## src/rtl/memwrite_monitor.sv

```systemverilog
// Data-bus self-check monitor: matches core writes against an ordered table of
// expected (address, data) pairs. Define MONITOR_CYCLE_CNT_EN to add the RUN-cycle counter output.
module memwrite_monitor #(
    parameter int ADDR_W   = 32,
    parameter int DATA_W   = 32,
    parameter int NUM_EXP  = 8,
    parameter int IGN_BASE = 96,
    parameter int IGN_SIZE = 4,
    parameter int TIMEOUT  = 1000,
    localparam int IDX_W   = (NUM_EXP > 1) ? $clog2(NUM_EXP) : 1
) (
    input  logic              clk,
    input  logic              reset,
    input  logic              start,
    input  logic              MemWrite,
    input  logic [ADDR_W-1:0] Adr,
    input  logic [DATA_W-1:0] WriteData,
    input  logic              cfg_we,
    input  logic [IDX_W-1:0]  cfg_idx,
    input  logic [ADDR_W-1:0] cfg_adr,
    input  logic [DATA_W-1:0] cfg_data,
    input  logic [IDX_W:0]    exp_count,
    output logic              done,
    output logic              pass,
    output logic              fail,
    output logic              timeout,
    output logic [ADDR_W-1:0] fail_adr,
    output logic [DATA_W-1:0] fail_data,
    output logic [IDX_W-1:0]  fail_idx,
    output logic [IDX_W:0]    match_cnt
`ifdef MONITOR_CYCLE_CNT_EN
    , output logic [31:0]     cycles
`endif
);

    localparam int TMR_W = (TIMEOUT > 1) ? $clog2(TIMEOUT) : 1;
    localparam logic TOUT_EN = (TIMEOUT > 0);
    localparam logic [TMR_W-1:0] TMR_LAST = TMR_W'(TIMEOUT - 1);
    // Window bounds carry one extra bit so IGN_BASE+IGN_SIZE cannot wrap.
    localparam logic [ADDR_W:0] IGN_LO = (ADDR_W + 1)'(IGN_BASE);
    localparam logic [ADDR_W:0] IGN_HI = IGN_LO + (ADDR_W + 1)'(IGN_SIZE);
    localparam logic [IDX_W:0] NUM_EXP_V = (IDX_W + 1)'(NUM_EXP);

    typedef enum logic [2:0] {
        IDLE = 3'd0,
        RUN  = 3'd1,
        PASS = 3'd2,
        FAIL = 3'd3,
        TOUT = 3'd4
    } state_t;

    state_t            state;
    logic [ADDR_W-1:0] tbl_adr  [NUM_EXP];
    logic [DATA_W-1:0] tbl_data [NUM_EXP];
    logic [IDX_W-1:0]  ptr;
    logic [IDX_W:0]    n;
    logic [TMR_W-1:0]  timer;

    logic              in_window;
    logic              hit;
    logic              last;
    logic              timer_exp;
    logic              cfg_ok;
    logic [IDX_W:0]    ptr_next;
    logic [IDX_W:0]    n_start;

    // Write classification, pointer arithmetic and start-time length clamp.
    always_comb begin
        in_window = ({1'b0, Adr} >= IGN_LO) && ({1'b0, Adr} < IGN_HI);
        hit       = (Adr == tbl_adr[ptr]) && (WriteData == tbl_data[ptr]);
        ptr_next  = {1'b0, ptr} + (IDX_W + 1)'(1'b1);
        last      = (ptr_next == n);
        timer_exp = TOUT_EN && (timer == TMR_LAST);
        cfg_ok    = ({1'b0, cfg_idx} < NUM_EXP_V);
        if (exp_count > NUM_EXP_V) begin
            n_start = NUM_EXP_V;
        end else begin
            n_start = exp_count;
        end
    end

    // Expected table: deliberately not reset, frozen while a check is running.
    always_ff @(posedge clk) begin
        if (cfg_we && cfg_ok && (state != RUN)) begin
            tbl_adr[cfg_idx]  <= cfg_adr;
            tbl_data[cfg_idx] <= cfg_data;
        end
    end

    // Monitor FSM with registered verdict and failure-capture outputs.
    always_ff @(posedge clk or posedge reset) begin
        if (reset) begin
            state     <= IDLE;
            ptr       <= '0;
            n         <= '0;
            timer     <= '0;
            done      <= 1'b0;
            pass      <= 1'b0;
            fail      <= 1'b0;
            timeout   <= 1'b0;
            fail_adr  <= '0;
            fail_data <= '0;
            fail_idx  <= '0;
            match_cnt <= '0;
        end else if (start) begin
            ptr       <= '0;
            n         <= n_start;
            timer     <= '0;
            fail      <= 1'b0;
            timeout   <= 1'b0;
            fail_adr  <= '0;
            fail_data <= '0;
            fail_idx  <= '0;
            match_cnt <= '0;
            if (n_start == '0) begin
                state <= PASS;
                pass  <= 1'b1;
                done  <= 1'b1;
            end else begin
                state <= RUN;
                pass  <= 1'b0;
                done  <= 1'b0;
            end
        end else begin
            case (state)
                RUN: begin
                    if (MemWrite && !in_window && !hit) begin
                        state     <= FAIL;
                        fail      <= 1'b1;
                        done      <= 1'b1;
                        fail_adr  <= Adr;
                        fail_data <= WriteData;
                        fail_idx  <= ptr;
                    end else if (MemWrite && !in_window) begin
                        match_cnt <= match_cnt + (IDX_W + 1)'(1'b1);
                        if (last) begin
                            state <= PASS;
                            pass  <= 1'b1;
                            done  <= 1'b1;
                        end else begin
                            // ptr stops at n-1, so it only advances on non-final matches.
                            ptr <= ptr_next[IDX_W-1:0];
                            if (timer_exp) begin
                                state   <= TOUT;
                                timeout <= 1'b1;
                                done    <= 1'b1;
                            end else begin
                                timer <= timer + TMR_W'(1'b1);
                            end
                        end
                    end else if (timer_exp) begin
                        state   <= TOUT;
                        timeout <= 1'b1;
                        done    <= 1'b1;
                    end else begin
                        timer <= timer + TMR_W'(1'b1);
                    end
                end
                default: begin
                    state <= state;
                end
            endcase
        end
    end

`ifdef MONITOR_CYCLE_CNT_EN
    // RUN-cycle counter; holds its value once a verdict is reached.
    always_ff @(posedge clk or posedge reset) begin
        if (reset) begin
            cycles <= 32'd0;
        end else if (start) begin
            cycles <= 32'd0;
        end else if (state == RUN) begin
            cycles <= cycles + 32'd1;
        end else begin
            cycles <= cycles;
        end
    end
`endif

endmodule

```

## config.mk

```make
export PLATFORM = sky130hd
export DESIGN_NAME = memwrite_monitor
export DESIGN_NICKNAME = d
export VERILOG_FILES = /design/src/rtl/memwrite_monitor.sv
export SDC_FILE = /design/constraint.sdc
export NUM_CORES = 1
export LEC_CHECK = 0
export ABC_AREA = 1
export CAP_MARGIN = 10
export CORE_UTILIZATION = 45
export DETAILED_ROUTE_END_ITERATION = 6
export SLEW_MARGIN = 20
export SYNTH_ARGS = -nofsm -noshare
export SYNTH_HDL_FRONTEND = slang
export SYNTH_SLANG_ARGS = --single-unit
```

## constraint.sdc

```tcl
create_clock -name clk -period 6.5 [get_ports clk]
set_input_delay 1.3 -clock clk [delete_from_list [all_inputs] [get_ports clk]]
set_output_delay 1.3 -clock clk [all_outputs]
set_load 0.01 [all_outputs]
```

### Word-level counts from Yosys, hierarchy flattened

Memory sizes are Yosys's and may differ from the RTL's.
Index checks and enable logic that the tools add are counted.

* multiplexer cells: 55
* reductions and logical operators: 17
* eq/ne operators: 9
* order comparisons: 3
* add/subtract/negate cells: 3

Operators by type and width (count)
* $mux W32: 6
* $eq A32 B32 Y1: 2
* $mux W10: 6
* $mux W3: 14
* $ge A32 B7 Y1 const B: 1
* $lt A32 B7 Y1 const B: 1
* $mux W1: 23
* $mux W4: 5
* $add A10 B1 Y10 const B: 1
* $eq A10 B10 Y1 const B: 1
* $reduce_and A4 Y1: 2
* $reduce_bool A2 Y1: 4
* $reduce_and A3 Y1: 2
* $logic_and A1 B1 Y1: 5
* $add A3 B1 Y4 const B: 1
* $add A4 B1 Y4 const B: 1
* $eq A4 B4 Y1: 1
* $gt A4 B4 Y1 const B: 1
* $logic_not A4 Y1: 1
* $ne A2 B2 Y1 const B: 2
* $eq A3 B1 Y1 const B: 1
* $ne A3 B1 Y1 const B: 1
* $ne A3 B3 Y1 const B: 1
* $logic_not A1 Y1: 2
* other kinds (2): 2

* logic and storage cells: 101
* input bits: 140
* bits in writable memories: 512
* memories: 2
* bits in registers: 95

Memory list
* tbl_adr: words 8, width 32, rd ports 1, clocked after memory_dff 0, wr ports 1, RTL line 53 `logic [ADDR_W-1:0] tbl_adr [NUM_EXP];`
* tbl_data: words 8, width 32, rd ports 1, clocked after memory_dff 0, wr ports 1, RTL line 54 `logic [DATA_W-1:0] tbl_data [NUM_EXP];`

### Logic depth before layout (Yosys ltp)

* depth after elaboration: 8
* mapped depth: 24
* gate-level depth less buffers: 20

### Worst setup path after synthesis

OpenSTA, ideal clock, no wires.

* path kind: input-to-reg
* start: in cfg_idx[0]
* end: mem tbl_adr[0][0], enable pin
* path slack: 1.820 ns
* required time: 6.014 ns
* cell stages on the path: 2
* arrival: 4.194 ns
* cell sequence: nand3b_1 nor2_1

RTL lines
* from (decl): RTL line 19 `input logic [IDX_W-1:0] cfg_idx,`
* to (decl): RTL line 53

Straight into the memory's write port.

### Worst setup path after layout

* start: reg ptr[0]
* end: reg fail_adr[9]

* longest elaborated chain between the ends: 7

Ends and longest elaborated chain
* from (decl): RTL line 55 `logic [IDX_W-1:0] ptr;`
* from (signal assigned): RTL line 142 `ptr <= ptr_next[IDX_W-1:0];`
* $mem_v2 Z8 W32, on equally long branches
* $eq A32 B32 Y1: RTL line 70 `hit = (Adr == tbl_adr[ptr]) && (WriteData == tbl_data[ptr]);`
* $logic_and A1 B1 Y1 *: RTL line 70
* $logic_not A1 Y1 *: RTL line 127 `if (MemWrite && !in_window && !hit) begin`
* $logic_and A1 B1 Y1 *: RTL line 127
* $reduce_bool A2 Y1 (no source line) *
* $reduce_and A2 Y1 (no source line) *
* to (signal assigned): RTL line 131 `fail_adr <= Adr;`
* to (decl): RTL line 27 `output logic [ADDR_W-1:0] fail_adr,`

Mark *: on every way between the ends. The rest lies on a longest branch, timed or not.
A chain may end at the register's enable or synchronous reset.

==> results.toml <==
[sta]
finalSetupViolCount = 0
rsz0062_at_grt = "false"
min_period_over_period_pct = 74.21
skew_ps = 13.24
finalMaxSlewViolations = 0
maxSlewHeadroom_pct = 29.25
layout_min_cycle_time_ps = 4824
setup_tns_ps = 0
max_freq_ghz = 0.2073
worstMarginPinSlew_ps = 1059
hold_ws_ps = 469.7
hold_viol_final = 0

[global_route]
grt_pass1_wl_microns = 106700
top_usage_layer = "met2"
grt_pass1_vias = 17900
globalRouteMet2Util_pct = 38.61
grt_util_met1_pct = 31.43
overflow = 0
grt_usage_pct = 23.73
antenna_found_initial = 9
grt_max_degree = 170
met3_usage_pct = 4.693

[floorplanning]
design.core.area_sq_um = 58140
initial_core_util_pct = 45.87
ioPinCount = 215
die_w_microns = 245.4
fp-row-count = 88
dieArea_sq_um = 60240
die_height_microns = 245.4

[min_path]
hold_path.class = "reg -> reg"
worstHoldEndpoint = "fail_data[24]"
holdPathStages = 2
min-delay-start = "fail_data[24]"

[setup_path]
timing.rr.end = "fail_adr[9]"
arrival_ps = 5350
critPathLaunchType = "register"
rr_startpoint = "ptr[0]"
cp.required_ps = 7030
reg2reg_slack_ps = 1680
worstPathMaxFanout = 90
crit_path_end_kind = "register"
crit_type = "reg -> reg"
startpoint = "ptr[0]"
reg2reg_depth = 19

[drt]
drt_wl_total_microns = 71060
vias = 19080
dr.first_iter.drc_count = 1417
antenna_left = 0
viasPerCell = 5.114
drt_first_pass_iters = 6
drc = 0
wl_per_cell_microns = 19.05

[cells_and_area]
area_delta_synth_final_pct = 18.58
seq_area_sq_um = 17760
fin_area_sq_um = 31620
drive_gt1_share_pct = 4.965
multiInputGateArea_sq_um = 7201
nets = 3052
n_fill_cell = 5048

[clocking]
hold_buffers = 0
cts_buffers = 66
clkTransAtPathRegs_ps = 60
cts_sinks = 607
worstSkewPairLatency_ps = 590
cts_max_path_buffers = 3
ctsRootBufferMaster = "clkbuf_16"
postCtsSetupBuffers = 0
post_cts_resized = 0
cts_tree = "done"
htreeDepth = 3

[placed_design]
numPortBuffers = 214
gp_congestion = 0.8152
post_dp_cell_area_sq_um = 29460
place_hpwl_microns = 41560

[pwr]
power.internal_w = 0.007427
swShare_pct = 31.88
power.density_nw_per_um2 = 344.8
ir_drop_v = 0.0002016
pwr-share-seq_pct = 41.7
combPwrFrac_pct = 24.4
p_leak_nw = 13.52
p_sw_w = 0.003475
power.share.clock_pct = 34.0

[synthesis]
synth_cell_type_count = 31
synth_area_per_cell_sq_um = 9.790
syn_nets = 2867
netlist_instances = 2724
yosysSeqAreaShare_pct = 66.57
syn-cell-area_sq_um = 26670
ys_ff_latch = 607
ys_warn_count = 0

[outcome]
outcome = "complete, no violations"

[job]
maxCapViolations = 0
-- worst max-delay path: stages (launching register included) --
cell,delay [ps]
dfrtp_4,730
inv_6,650
buf_12,410
o21ai_0,160
nand2_1,80
nand3_1,100
nand2_1,90
nand2_1,50
nand2_1,120
nor2_1,90
nand2_1,100
nor2_1,50
nand2_1,120
nor2_1,100
nand2_1,150
nand3_2,440
nor2_4,560
buf_12,350
nand2_1,100
nand2_1,80
-- routing by layer --
| layer | vias to the layer above | wire, microns |
|---|---|---|
| met5 | - | 26 |
| met4 | 4 | 2611 |
| met3 | 162 | 4654 |
| met2 | 637 | 33560 |
| met1 | 9066 | 30210 |
| li1 | 9207 | - |
-- power by group through the flow --
stage / clock [W] / sequential, W / combinational [W]
floorplan: 0 / 0.00452 / 0.00191
global placement: 0 / 0.00462 / 0.00261
detailed placement: 0 / 0.00462 / 0.00265
CTS: 0.00377 / 0.00454 / 0.00267
global route: 0.00390 / 0.00456 / 0.00300
finish: 0.00370 / 0.00454 / 0.00266
-- kinds of logic (layout without fill, tap and decap cells) --
logic type      Yosys count  after routing  synth area share (%)
flops                   607            607                 66.57
compound gates           31             31                0.6193
other cells               0              4                     0
fa+ha+maj                 3              3                0.1408
simple gates           1670           1670                 25.81
buf+inv                 408            645                 6.700
xor+xnor                  5              5                0.1642
-- sequential cells by signal (all words and copies together) (netlist names), 4 cells and up --
| register | cells |
|---|---|
| n | 4 |
| timer | 10 |
| match_cnt | 4 |
| fail_adr | 32 |
| tbl_adr | 256 |
| fail_data | 32 |
| tbl_data | 256 |
-- cell usage after synthesis --
cell	number	share of area (%)
nor4_1	4	0.094
buf_1	6	0.084
nor3_1	10	0.19
nor2_1	129	1.8
nand4_1	25	0.59
o21ai_0	18	0.34
dfrtp_1	95	8.9
inv_1	282	4.0
nand3b_1	29	0.82
nand3_1	322	6.0
nand3_2	1	0.038
xnor2_1	2	0.066
o21ai_1	1	0.019
nand2_2	1	0.023
buf_2	69	1.3
and2_1	1	0.023
clkinv_2	1	0.019
inv_2	1	0.014
buf_4	10	0.28
inv_4	1	0.023
nor2_2	1	0.023
a21oi_1	9	0.17
clkbuf_1	21	0.30
ha_1	3	0.14
buf_6	17	0.72
o21a_1	1	0.028
edfxtp_1	512	58
a22o_1	2	0.066
xor2_1	3	0.099
and3_1	1	0.023
nand2_1	1146	16
-- worst max-delay path by stage --
stage / to / cells after the start
6_report: fail_adr[9] / 19
5_1_grt: fail_data[2] / 19
4_1_cts: fail_data[5] / 19
3_5_place_dp: fail_data[5] / 19
3_3_place_gp: fail_idx[1] / 20
2_1_floorplan: tbl_adr[0][0] / 2
-- through the flow --
step                      worst slack [ps]  cells  util (%)  total power [W]
after CTS                             1692   3726     54.37          0.01098
final                                 1676   3730     54.39          0.01090
after global routing                  1349   3728     54.38          0.01146
after global placement                1855   3606     50.68         0.007220
after floorplan                       1820   2724         -         0.006425
after detailed placement              1695   3606     50.68         0.007276
-- area by class of cell --
cell class / count / share of cell area, %
Clock inverter: 30 / 0.8270
Timing Repair Buffer: 240 / 7.787
Antenna cell: 4 / 0.03166
Inverter: 285 / 3.415
Tap cell: 765 / 3.027
Clock buffer: 90 / 5.963
Sequential cell: 607 / 56.18
Multi-Input combinational cell: 1709 / 22.77
-- cell usage in the layout (no fill, tap or decap), types with 4 or more instances in the layout --
master	netlist	routed
buf_12	0	10
buf_4	10	16
nor3_1	10	10
nand3_1	322	322
clkbuf_1	21	13
nand2_1	1146	1145
inv_6	0	4
bufinv_16	0	4
inv_1	282	280
nand4_1	25	25
nor4_1	4	4
diode_2	0	4
clkbuf_8	0	8
edfxtp_1	512	512
clkbuf_16	0	69
a21oi_1	9	9
nand3b_1	29	29
nor2_1	129	121
clkinv_2	1	14
dfrtp_1	95	92
nor2_4	0	9
clkdlybuf4s50_1	0	214
clkinv_1	0	6
o21ai_0	18	18
Power figures use the tool's default switching activity.
